[src/rtl/tile_pkg.sv]
// Shared types, colours and digit codes for the 2048 tile renderer.
package tile_pkg;

  typedef enum logic [1:0] {
    ST_IDLE   = 2'd0,
    ST_LOAD   = 2'd1,
    ST_SHIFT  = 2'd2,
    ST_COMMIT = 2'd3
  } conv_state_e;

  typedef struct packed {
    logic [7:0] r;
    logic [7:0] g;
    logic [7:0] b;
  } rgb_t;

  localparam logic [3:0] CODE_BLANK = 4'hF;
  localparam logic [3:0] CODE_DASH  = 4'hE;

  localparam rgb_t COL_DIGIT_DARK  = 24'h776E65;
  localparam rgb_t COL_DIGIT_WHITE = 24'hFFFFFF;
  localparam rgb_t COL_HIGHLIGHT   = 24'hFFE080;

  // Tile background per exponent; anything past 2048 shares the last entry.
  function automatic rgb_t bg_lut(input int unsigned idx);
    rgb_t c;
    case (idx)
      0:       c = 24'hCDC1B4;
      1:       c = 24'hEEE4DA;
      2:       c = 24'hEDE0C8;
      3:       c = 24'hF2B179;
      4:       c = 24'hF59563;
      5:       c = 24'hF67C5F;
      6:       c = 24'hF65E3B;
      7:       c = 24'hEDCF72;
      8:       c = 24'hEDCC61;
      9:       c = 24'hEDC850;
      10:      c = 24'hEDC53F;
      11:      c = 24'hEDC22E;
      default: c = 24'h3C3A32;
    endcase
    return c;
  endfunction

endpackage

[src/rtl/tile_renderer_seg_glyph.sv]
// Seven-segment glyph lookup: is local pixel (lx,ly) lit for this digit code.
module seg_glyph
  import tile_pkg::*;
#(
  parameter int unsigned DIGIT_LEN_X = 18,
  parameter int unsigned DIGIT_LEN_Y = 42,
  parameter int unsigned SEG_T       = 3
) (
  input  logic [3:0] code,
  input  logic [9:0] lx,
  input  logic [9:0] ly,
  output logic       pix_on_c
);

  localparam int unsigned HALF = DIGIT_LEN_Y / 2;

  localparam logic [9:0] T_L = 10'(SEG_T);
  localparam logic [9:0] R_L = 10'(DIGIT_LEN_X - SEG_T);
  localparam logic [9:0] B_L = 10'(DIGIT_LEN_Y - SEG_T);
  localparam logic [9:0] H_L = 10'(HALF);
  localparam logic [9:0] G_L = 10'(HALF - SEG_T);

  // Bit order {a,b,c,d,e,f,g}
  logic [6:0] segs_c;
  logic [6:0] hit_c;

  // Segment set for each code
  always_comb begin
    segs_c = 7'b0000000;
    case (code)
      4'd0:      segs_c = 7'b1111110;
      4'd1:      segs_c = 7'b0110000;
      4'd2:      segs_c = 7'b1101101;
      4'd3:      segs_c = 7'b1111001;
      4'd4:      segs_c = 7'b0110011;
      4'd5:      segs_c = 7'b1011011;
      4'd6:      segs_c = 7'b1011111;
      4'd7:      segs_c = 7'b1110000;
      4'd8:      segs_c = 7'b1111111;
      4'd9:      segs_c = 7'b1111011;
      CODE_DASH: segs_c = 7'b0000001;
      default:   segs_c = 7'b0000000;
    endcase
  end

  // Which segment regions cover this pixel; g sits just above the centre line
  always_comb begin
    hit_c    = '0;
    hit_c[6] = (ly < T_L);
    hit_c[5] = (lx >= R_L) && (ly < H_L);
    hit_c[4] = (lx >= R_L) && (ly >= G_L);
    hit_c[3] = (ly >= B_L);
    hit_c[2] = (lx < T_L) && (ly >= G_L);
    hit_c[1] = (lx < T_L) && (ly < H_L);
    hit_c[0] = (ly >= G_L) && (ly < H_L);
  end

  assign pix_on_c = |(segs_c & hit_c);

endmodule

[src/rtl/tile_renderer.sv]
// One 2048 grid cell: frame-latched exponent, sequential binary-to-BCD, registered pixel colour.
module tile_renderer
  import tile_pkg::*;
#(
  parameter int unsigned XIDX        = 0,
  parameter int unsigned YIDX        = 0,
  parameter int unsigned VAL_W       = 4,
  parameter int unsigned NDIGITS     = 4,
  parameter int unsigned TILE_LEN    = 117,
  parameter int unsigned LINE_LEN    = 3,
  parameter int unsigned OUTER_PADX  = 214,
  parameter int unsigned OUTER_PADY  = 35,
  parameter int unsigned LEFT_PAD_D  = 18,
  parameter int unsigned TOP_PAD_D   = 37,
  parameter int unsigned DIGIT_LEN_X = 18,
  parameter int unsigned DIGIT_LEN_Y = 42,
  parameter int unsigned PAD_DIGITS  = 3,
  parameter int unsigned SEG_T       = 3,
  parameter int unsigned ANIM_FRAMES = 8
) (
  input  logic             clk,
  input  logic             rst_n,
  input  logic             frame_start,
  input  logic [VAL_W-1:0] val,
  input  logic [9:0]       counter_x,
  input  logic [9:0]       counter_y,
  output logic [7:0]       red_t,
  output logic [7:0]       green_t,
  output logic [7:0]       blue_t,
  output logic             tile_hit,
  output logic             busy,
  output logic             overflow
);

  localparam int unsigned BIN_W     = 2 ** VAL_W;
  localparam int unsigned BCD_GUESS = (BIN_W * 301) / 1000 + 1;
  localparam int unsigned BCD_N     = (BCD_GUESS > NDIGITS) ? BCD_GUESS : NDIGITS;
  localparam int unsigned CNT_W     = $clog2(BIN_W);
  localparam int unsigned ANIM_W    = $clog2(ANIM_FRAMES + 1);
  localparam int unsigned SEL_W     = (NDIGITS > 1) ? $clog2(NDIGITS) : 1;
  localparam int unsigned CW        = 12;

  localparam int unsigned XPOS  = OUTER_PADX + XIDX * (TILE_LEN + LINE_LEN);
  localparam int unsigned YPOS  = OUTER_PADY + YIDX * (TILE_LEN + LINE_LEN);
  localparam int unsigned DX0   = XPOS + LEFT_PAD_D;
  localparam int unsigned PITCH = DIGIT_LEN_X + PAD_DIGITS;

  localparam logic [CW-1:0] X_LO  = CW'(XPOS);
  localparam logic [CW-1:0] X_HI  = CW'(XPOS + TILE_LEN);
  localparam logic [CW-1:0] Y_LO  = CW'(YPOS);
  localparam logic [CW-1:0] Y_HI  = CW'(YPOS + TILE_LEN);
  localparam logic [CW-1:0] DY_LO = CW'(YPOS + TOP_PAD_D);
  localparam logic [CW-1:0] DY_HI = CW'(YPOS + TOP_PAD_D + DIGIT_LEN_Y);

  conv_state_e state_q, state_nx;

  logic [VAL_W-1:0]         val_q, pend_val, disp_val, new_val_c;
  logic                     pend_valid, load_val_c, fs_diff_c, pop_c;
  logic [BIN_W-1:0]         bin_q;
  logic [4*BCD_N-1:0]       bcd_q, bcd_adj_c;
  logic [CNT_W-1:0]         cnt_q;
  logic [NDIGITS-1:0][3:0]  digits_q, digits_nx_c;
  logic                     ovf_nx_c, lead_c;
  logic [3:0]               nib_c;
  logic [ANIM_W-1:0]        anim_q;

  logic [CW-1:0]            x_c, y_c;
  logic                     in_tile_c, in_row_c, dig_hit_c, glyph_on_c;
  logic [SEL_W-1:0]         dig_sel_c;
  logic [9:0]               lx_c, ly_c;
  logic [3:0]               code_c;
  rgb_t                     bg_c, fg_c, pix_c;

  assign fs_diff_c = frame_start && (val != val_q);

  // Conversion FSM state register
  always_ff @(posedge clk or negedge rst_n) begin
    if (!rst_n) state_q <= ST_IDLE;
    else        state_q <= state_nx;
  end

  // Next state; a pending or freshly sampled value chains straight from COMMIT into LOAD
  always_comb begin
    state_nx   = state_q;
    load_val_c = 1'b0;
    new_val_c  = val;
    case (state_q)
      ST_IDLE: begin
        if (fs_diff_c) begin
          state_nx   = ST_LOAD;
          load_val_c = 1'b1;
        end
      end
      ST_LOAD:  state_nx = ST_SHIFT;
      ST_SHIFT: begin
        if (cnt_q == CNT_W'(BIN_W - 1)) state_nx = ST_COMMIT;
      end
      ST_COMMIT: begin
        state_nx = ST_IDLE;
        if (fs_diff_c) begin
          state_nx   = ST_LOAD;
          load_val_c = 1'b1;
        end else if (!frame_start && pend_valid) begin
          state_nx   = ST_LOAD;
          load_val_c = 1'b1;
          new_val_c  = pend_val;
        end
      end
      default: state_nx = ST_IDLE;
    endcase
  end

  // Latched exponent and the single-entry pending slot (latest sample wins)
  always_ff @(posedge clk or negedge rst_n) begin
    if (!rst_n) begin
      val_q      <= '0;
      pend_val   <= '0;
      pend_valid <= 1'b0;
    end else begin
      if (load_val_c) val_q <= new_val_c;
      if ((state_q == ST_LOAD || state_q == ST_SHIFT) && frame_start) begin
        pend_valid <= fs_diff_c;
        pend_val   <= val;
      end else if (state_q == ST_COMMIT) begin
        pend_valid <= 1'b0;
      end
    end
  end

  // Add-3 correction on every BCD nibble before each shift
  always_comb begin
    bcd_adj_c = bcd_q;
    for (int i = 0; i < int'(BCD_N); i++) begin
      if (bcd_q[4*i +: 4] >= 4'd5) bcd_adj_c[4*i +: 4] = bcd_q[4*i +: 4] + 4'd3;
    end
  end

  // Double-dabble datapath
  always_ff @(posedge clk or negedge rst_n) begin
    if (!rst_n) begin
      bin_q <= '0;
      bcd_q <= '0;
      cnt_q <= '0;
    end else if (state_q == ST_LOAD) begin
      bin_q <= BIN_W'(1) << val_q;
      bcd_q <= '0;
      cnt_q <= '0;
    end else if (state_q == ST_SHIFT) begin
      {bcd_q, bin_q} <= {bcd_adj_c, bin_q} << 1;
      cnt_q          <= cnt_q + CNT_W'(1);
    end
  end

  // Digit codes to commit: leading-zero blanking, overflow dashes, empty tile blank
  always_comb begin
    ovf_nx_c    = 1'b0;
    lead_c      = 1'b1;
    nib_c       = 4'd0;
    digits_nx_c = '0;
    for (int i = int'(BCD_N) - 1; i >= int'(NDIGITS); i--) begin
      if (bcd_q[4*i +: 4] != 4'd0) ovf_nx_c = 1'b1;
    end
    for (int k = 0; k < int'(NDIGITS); k++) begin
      nib_c = bcd_q[4*(int'(NDIGITS) - 1 - k) +: 4];
      if (nib_c != 4'd0 || k == int'(NDIGITS) - 1) lead_c = 1'b0;
      digits_nx_c[k] = lead_c ? CODE_BLANK : nib_c;
    end
    if (val_q == '0) begin
      ovf_nx_c    = 1'b0;
      digits_nx_c = {NDIGITS{CODE_BLANK}};
    end else if (ovf_nx_c) begin
      digits_nx_c = {NDIGITS{CODE_DASH}};
    end
  end

  assign pop_c = (state_q == ST_COMMIT) && (val_q > disp_val) && (disp_val != '0);

  // Shadow digits switch atomically at COMMIT so the old value stays on screen meanwhile
  always_ff @(posedge clk or negedge rst_n) begin
    if (!rst_n) begin
      digits_q <= {NDIGITS{CODE_BLANK}};
      overflow <= 1'b0;
      disp_val <= '0;
    end else if (state_q == ST_COMMIT) begin
      digits_q <= digits_nx_c;
      overflow <= ovf_nx_c;
      disp_val <= val_q;
    end
  end

  // Pop animation frame counter
  always_ff @(posedge clk or negedge rst_n) begin
    if (!rst_n)                           anim_q <= '0;
    else if (pop_c)                       anim_q <= ANIM_W'(ANIM_FRAMES);
    else if (frame_start && anim_q != '0) anim_q <= anim_q - ANIM_W'(1);
  end

  // Busy tracks the FSM leaving IDLE, aligned with the state register
  always_ff @(posedge clk or negedge rst_n) begin
    if (!rst_n) busy <= 1'b0;
    else        busy <= (state_nx != ST_IDLE);
  end

  assign x_c       = {2'b00, counter_x};
  assign y_c       = {2'b00, counter_y};
  assign in_tile_c = (x_c >= X_LO) && (x_c < X_HI) && (y_c >= Y_LO) && (y_c < Y_HI);
  assign in_row_c  = (y_c >= DY_LO) && (y_c < DY_HI);
  assign ly_c      = 10'(y_c - DY_LO);

  // Pick the digit box under the pixel so one glyph decoder serves all digits
  always_comb begin
    dig_hit_c = 1'b0;
    dig_sel_c = '0;
    lx_c      = '0;
    for (int k = 0; k < int'(NDIGITS); k++) begin
      if (x_c >= CW'(DX0 + k * PITCH) && x_c < CW'(DX0 + k * PITCH + DIGIT_LEN_X)) begin
        dig_hit_c = in_row_c;
        dig_sel_c = SEL_W'(k);
        lx_c      = 10'(x_c - CW'(DX0 + k * PITCH));
      end
    end
  end

  assign code_c = digits_q[dig_sel_c];

  seg_glyph #(
    .DIGIT_LEN_X (DIGIT_LEN_X),
    .DIGIT_LEN_Y (DIGIT_LEN_Y),
    .SEG_T       (SEG_T)
  ) u_glyph (
    .code     (code_c),
    .lx       (lx_c),
    .ly       (ly_c),
    .pix_on_c (glyph_on_c)
  );

  // Pixel colour selection
  always_comb begin
    bg_c  = (anim_q != '0) ? COL_HIGHLIGHT : bg_lut(32'(val_q));
    fg_c  = (32'(val_q) <= 32'd2) ? COL_DIGIT_DARK : COL_DIGIT_WHITE;
    pix_c = '0;
    if (in_tile_c) pix_c = (dig_hit_c && glyph_on_c) ? fg_c : bg_c;
  end

  // One-cycle registered pixel output
  always_ff @(posedge clk or negedge rst_n) begin
    if (!rst_n) begin
      red_t    <= '0;
      green_t  <= '0;
      blue_t   <= '0;
      tile_hit <= 1'b0;
    end else begin
      red_t    <= pix_c.r;
      green_t  <= pix_c.g;
      blue_t   <= pix_c.b;
      tile_hit <= in_tile_c;
    end
  end

endmodule

[config.mk]
export PLATFORM = sky130hd
export DESIGN_NAME = tile_renderer
export DESIGN_NICKNAME = d
export VERILOG_FILES = /design/src/rtl/tile_pkg.sv /design/src/rtl/tile_renderer_seg_glyph.sv /design/src/rtl/tile_renderer.sv
export SDC_FILE = /design/constraint.sdc
export NUM_CORES = 1
export LEC_CHECK = 0
export CAP_MARGIN = 5
export CORE_ASPECT_RATIO = 0.9
export CORE_MARGIN = 2
export CORE_UTILIZATION = 55
export CTS_BUF_LIST = sky130_fd_sc_hd__clkbuf_2
export DETAILED_ROUTE_END_ITERATION = 8
export PLACE_DENSITY = 0.8
export RECOVER_POWER = 25
export SETUP_SLACK_MARGIN = 0.02
export SLEW_MARGIN = 30
export SYNTH_ARGS = -nofsm -noshare
export SYNTH_HDL_FRONTEND = slang
export SYNTH_SLANG_ARGS = --single-unit
[constraint.sdc]
create_clock -name clk -period 2.99 [get_ports clk]
set_clock_uncertainty 0.15 [all_clocks]
set_input_delay 0.4485 -clock clk [delete_from_list [all_inputs] [get_ports clk]]
set_output_delay 0.4485 -clock clk [all_outputs]
set_load 0.02 [all_outputs]
==> impl_table.tex <==
\begin{tabular}{lr}
\hline
Metric & Value \\
\hline
\multicolumn{2}{l}{\textbf{Outcome}} \\
\quad Status & finished with violations \\
\quad Violated checks & capacitance limit, slew limit, setup timing \\
\multicolumn{2}{l}{\textbf{Die}} \\
\quad Floorplan row count & 38 \\
\quad Number of ports placed on the die boundary & 54 \\
\quad Effective utilization at floorplan & 0.564 \\
\quad Chip width & between 100 and 150 µm \\
\quad Core Area & 12,100 µm² \\
\quad Chip Height & 110 µm \\
\quad Area of the die & 13,300 µm² \\
\multicolumn{2}{l}{\textbf{Placed design}} \\
\quad Final weighted congestion of routability-driven global placement & just under 1 \\
\quad DP Worst Slack & -1.30 ns \\
\quad Instance area after placement & $\sim$8300 µm² \\
\quad DP Cell Count & between 1,000 and 1,500 \\
\quad Number of port buffers & 53 \\
\quad Placed wire-length estimate & roughly 13,000 µm \\
\multicolumn{2}{l}{\textbf{STA}} \\
\quad Count of endpoints failing hold in the final timing report & 0 \\
\quad Setup repair after global routing missed its margin & yes \\
\quad PnR worst setup slack & -0.297 ns \\
\quad Worst slew margin relative to its limit & -0.495 \\
\quad Final Max Slew Viols & 44 \\
\quad Time the worst path needs with I/O delays and setup & 3.29 ns \\
\quad Measured slew at the worst slew-check pin & 2.24 ns \\
\quad Period Utilization, post-route & 1.10 \\
\quad Count of endpoints failing setup in the final report & 24 \\
\quad Highest clock rate & just over 300 MHz \\
\multicolumn{2}{l}{\textbf{Synth}} \\
\quad Post-Synthesis Net Count & 842 \\
\quad Number of warnings reported in the yosys synthesis log & 0 \\
\quad Mean post-synth cell area & 8.94 µm² \\
\quad Post-synthesis cell type with the largest combined area & sky130\_fd\_sc\_hd\_\_dfrtp\_1 \\
\quad FF+latch count, synth & 102 \\
\quad Asr flop ratio synth & 1.00 \\
\quad Synthesized instance count & 762 \\
\quad Number of synthesized flops with an enable pin & 0 \\
\quad Yosys top cell area share & 0.316 \\
\quad Top area cells in the synthesized netlist & sky130\_fd\_sc\_hd\_\_dfrtp\_1 32\%, sky130\_fd\_sc\_hd\_\_ha\_1 9.7\%, sky130\_fd\_sc\_hd\_\_dfstp\_2 6.2\%, sky130\_fd\_sc\_hd\_\_o21ai\_0 4.0\%, sky130\_fd\_sc\_hd\_\_a21oi\_1 3.7\% \\
\quad Post-synthesis sequential area ratio & 0.377 \\
\quad Unique cell type count in the Yosys netlist & roughly 70 \\
\quad Netlist Area Pre-Place & between 6000 and 7000 µm² \\
\quad Top\_reg\_cell synth & sky130\_fd\_sc\_hd\_\_dfrtp\_1 \\
\multicolumn{2}{l}{\textbf{Worst setup path}} \\
\quad Number of buffers and inverters on the critical path & 4 \\
\quad Type of element launching the critical path & primary input \\
\quad Critical path's slowest cell & sky130\_fd\_sc\_hd\_\_o311ai\_4 \\
\quad Largest incremental delay on the critical path & 0.34 ns \\
\quad Data required time of the worst path & 3.33 ns \\
\quad Reg-to-reg slack, setup & -0.06 ns \\
\quad Crit-path cells & buf\_6 -> buf\_6 -> ha\_4 -> and3b\_2 -> o311ai\_4 -> nor2\_1 -> a31oi\_2 -> mux2i\_2 -> buf\_4 -> ha\_4 -> and2\_4 -> a311oi\_4 -> o32ai\_4 -> a21oi\_4 -> nor2\_4 -> buf\_6 -> a211oi\_2 \\
\quad Logic depth of the worst register-to-register path & 12 \\
\quad Launch instance of the worst register-to-register path & digits\_q[0] \\
\quad Capture instance of the worst register-to-register path & green\_t[7] \\
\quad CP delay by family, top & compound AO/OA/AOI/OAI gates \\
\quad Critical Path Fanout Max & 5 \\
\quad Kind of end point of the critical path & flip-flop \\
\quad Type of the setup path with the least slack & primary input to flip-flop \\
\quad Arr. time, crit path & 3.63 ns \\
\quad Critical path's most frequent cell & sky130\_fd\_sc\_hd\_\_buf\_6 \\
\multicolumn{2}{l}{\textbf{Layout}} \\
\quad Filler Cells Inserted & 844 \\
\quad Signed area change from the synthesized netlist to the final layout & 33.5\% \\
\quad Final design instance area without fill & 9100 µm² \\
\quad Fraction of layout cells with a size suffix above 1 & 0.286 \\
\quad Number of nets in the layout & $\sim$1,000 \\
\quad Post-Layout Cell Count & 1,086 \\
\quad Diode count & 0 \\
\quad Post-route core utilization & 0.753 \\
\multicolumn{2}{l}{\textbf{Global routing}} \\
\quad Aggregate global routing overflow & 0 \\
\quad Met1 Usage GRT & 0.398 \\
\quad Global router's overall resource usage & 0.286 \\
\quad Met2 Resource Use GR & 0.465 \\
\quad First-pass GRT wire length & slightly above 30,000 µm \\
\quad Largest net degree at the start of global routing & between 60 and 70 \\
\quad Met3 track demand over resource in global routing & 0.0446 \\
\quad Initial antenna violation count & 0 \\
\quad Global route hottest layer & met2 \\
\quad Via count of the first global-routing pass & approximately 6,300 \\
\multicolumn{2}{l}{\textbf{Drt}} \\
\quad Post-route DRC violation count & 0 \\
\quad Total via count after detailed routing & 6,629 \\
\quad Drt first pass iters & 5 \\
\quad Wire length per cell & 17.8 µm \\
\quad DR iter-0 viols & 696 \\
\quad Number of vias per cell & 6.10 \\
\quad Final Routed Wirelength & a little under 20,000 µm \\
\quad ANT nets after route & 0 \\
\multicolumn{2}{l}{\textbf{Worst hold path}} \\
\quad Startpoint of the tightest hold check path & counter\_x[9] \\
\quad Worst Hold Path Cells & 4 \\
\quad Worst Hold Endpoint & tile\_hit \\
\quad Worst min-delay path category & primary input to flip-flop \\
\multicolumn{2}{l}{\textbf{CTS}} \\
\quad Clock buffer count from CTS & 9 \\
\quad TritonCTS clock tree & done \\
\quad Clk Tree Root Cell & sky130\_fd\_sc\_hd\_\_clkbuf\_2 \\
\quad Clock Latency Late Sink & roughly 0.59 ns \\
\quad \# clock sinks & 102 \\
\quad Bufs on Longest Clock Path & 2 \\
\quad H-tree depth & 3 \\
\quad Clock-pin transition on the worst setup and hold timing paths & 0.28 ns \\
\multicolumn{2}{l}{\textbf{Pwr}} \\
\quad Pwr dens & around 740 nW/µm² \\
\quad Total chip power & 0.00674 W \\
\quad Worst voltage drop across the vdd grid & 682 µV \\
\quad Leakage power & 3.96 nW \\
\multicolumn{2}{l}{\textbf{Run}} \\
\quad Number of violations of the max-capacitance limit & 1 \\
\hline
\end{tabular}
[kinds of logic after synthesis]
group                      Yosys count  share of synthesized area
muxes                               20                     0.0312
buffers and inverters              103                     0.0608
xor gates and xnor gates            23                     0.0296
DFF                                102                      0.377
adders and majority gates           53                     0.0973
and+or+nand+nor                    221                      0.169
AOI/OAI and AO/OA                  240                      0.235
[worst min-delay path, stage by stage]
cell	delay, ns
sky130_fd_sc_hd__buf_2	0.14
sky130_fd_sc_hd__or4b_2	0.21
sky130_fd_sc_hd__inv_1	0.07
sky130_fd_sc_hd__buf_4	0.13
[worst max path at each step]
stage                  from    endpoint  slack [ns]  depth (start not counted)
2_1_floorplan  counter_x[2]    red_t[7]       -0.77                         18
3_3_place_gp   counter_x[0]    red_t[3]       -1.25                         15
3_5_place_dp   counter_x[1]   blue_t[4]       -1.30                         18
4_1_cts        counter_x[3]   blue_t[1]       -0.24                         17
5_1_grt        counter_x[6]  green_t[7]       -0.45                         19
6_report       counter_x[4]  green_t[7]       -0.30                         17
[registers in the layout, summed over array words and instances (netlist names)]
| register | cells |
|---|---|
| bcd_q | 20 |
| bin_q | 16 |
| digits_q | 16 |
| blue_t | 8 |
| green_t | 8 |
| red_t | 8 |
| anim_q | 4 |
| cnt_q | 4 |
| disp_val | 4 |
| pend_val | 4 |
| val_q | 4 |
| state_q | 2 |
| busy | 1 |
| overflow | 1 |
| pend_valid | 1 |
| tile_hit | 1 |
[per-stage QoR]
stage	TNS (ns)	hold WS (ns)
2_1_floorplan	-16.31	0.00291
3_3_place_gp	-28.06	0.311
3_5_place_dp	-28.71	0.320
4_1_cts	-4.08	0.151
5_1_grt	-9.08	0.192
6_report	-4.76	0.244
[layout by cell type (no fill, tap or decap), types with 5 or more instances in the layout]
cell type / synthesis / layout
sky130_fd_sc_hd__ha_4: 0 / 9
sky130_fd_sc_hd__o22ai_1: 23 / 22
sky130_fd_sc_hd__nand2b_1: 16 / 16
sky130_fd_sc_hd__a211oi_2: 0 / 9
sky130_fd_sc_hd__o31a_1: 7 / 7
sky130_fd_sc_hd__nor2_1: 61 / 57
sky130_fd_sc_hd__nand2_1: 41 / 38
sky130_fd_sc_hd__buf_4: 0 / 116
sky130_fd_sc_hd__o22a_1: 9 / 9
sky130_fd_sc_hd__nor2b_1: 10 / 10
sky130_fd_sc_hd__o21a_1: 5 / 5
sky130_fd_sc_hd__o21ai_2: 0 / 5
sky130_fd_sc_hd__nor3_1: 12 / 9
sky130_fd_sc_hd__dfrtp_1: 86 / 86
sky130_fd_sc_hd__o21ai_0: 54 / 48
sky130_fd_sc_hd__inv_1: 59 / 53
sky130_fd_sc_hd__xnor2_1: 21 / 21
sky130_fd_sc_hd__nand3_1: 27 / 25
sky130_fd_sc_hd__mux2i_1: 10 / 9
sky130_fd_sc_hd__buf_6: 3 / 23
sky130_fd_sc_hd__clkdlybuf4s50_1: 0 / 42
sky130_fd_sc_hd__a31oi_1: 26 / 23
sky130_fd_sc_hd__a21oi_1: 51 / 50
sky130_fd_sc_hd__dfstp_2: 16 / 16
sky130_fd_sc_hd__mux2_2: 10 / 10
sky130_fd_sc_hd__clkbuf_2: 0 / 9
sky130_fd_sc_hd__nand4_1: 9 / 9
sky130_fd_sc_hd__ha_1: 53 / 43
sky130_fd_sc_hd__nand3b_1: 6 / 6
[cell type report]
cell class                 instances  area, µm²  area share
clock buffer                       9       45.0     0.00495
multi-input combinational        558       4300       0.472
tap                              160        200      0.0220
timing repair buffer             190       1640       0.180
inverter                          60        240      0.0264
clock inverter                     7        106      0.0117
sequential                       102       2570       0.283
[power breakdown]
part / leakage [nW] / switching (W) / internal, W
clock network: 0.0857 / 0.000478 / 0.000288
registers: 1.27 / 0.000367 / 0.00187
logic: 2.60 / 0.00224 / 0.00150
[routing by layer]
layer	wire length, µm	share of wire
met4	483	0.025
met5	0	0
met2	9020	0.47
met3	1240	0.064
met1	8560	0.44
[Yosys cell counts, drive strengths merged, types with 5 or more instances]
cell    count
nor2       61
o21a        5
nand2      41
o32ai       6
mux2i      10
nand4       9
and3        5
nand2b     16
dfrtp      86
dfstp      16
mux2       10
nor3       12
xnor2      21
a21oi      51
o22a        9
nand3      27
a211oi     13
buf        13
nand3b      6
o22ai      23
clkbuf     30
o21ai      55
ha         53
inv        60
o31a        7
a31oi      27
nor2b      10
[repair_timing]
action,CTS,global route
endpoints found under the setup margin,24,24
hold buffers,1,0
buffers inserted,18,8
pin swaps,33,34
gates cloned,4,0
hold endpoints to repair,42,0
resized for setup,102,51
No activity file was read; power rests on OpenSTA's default activity.
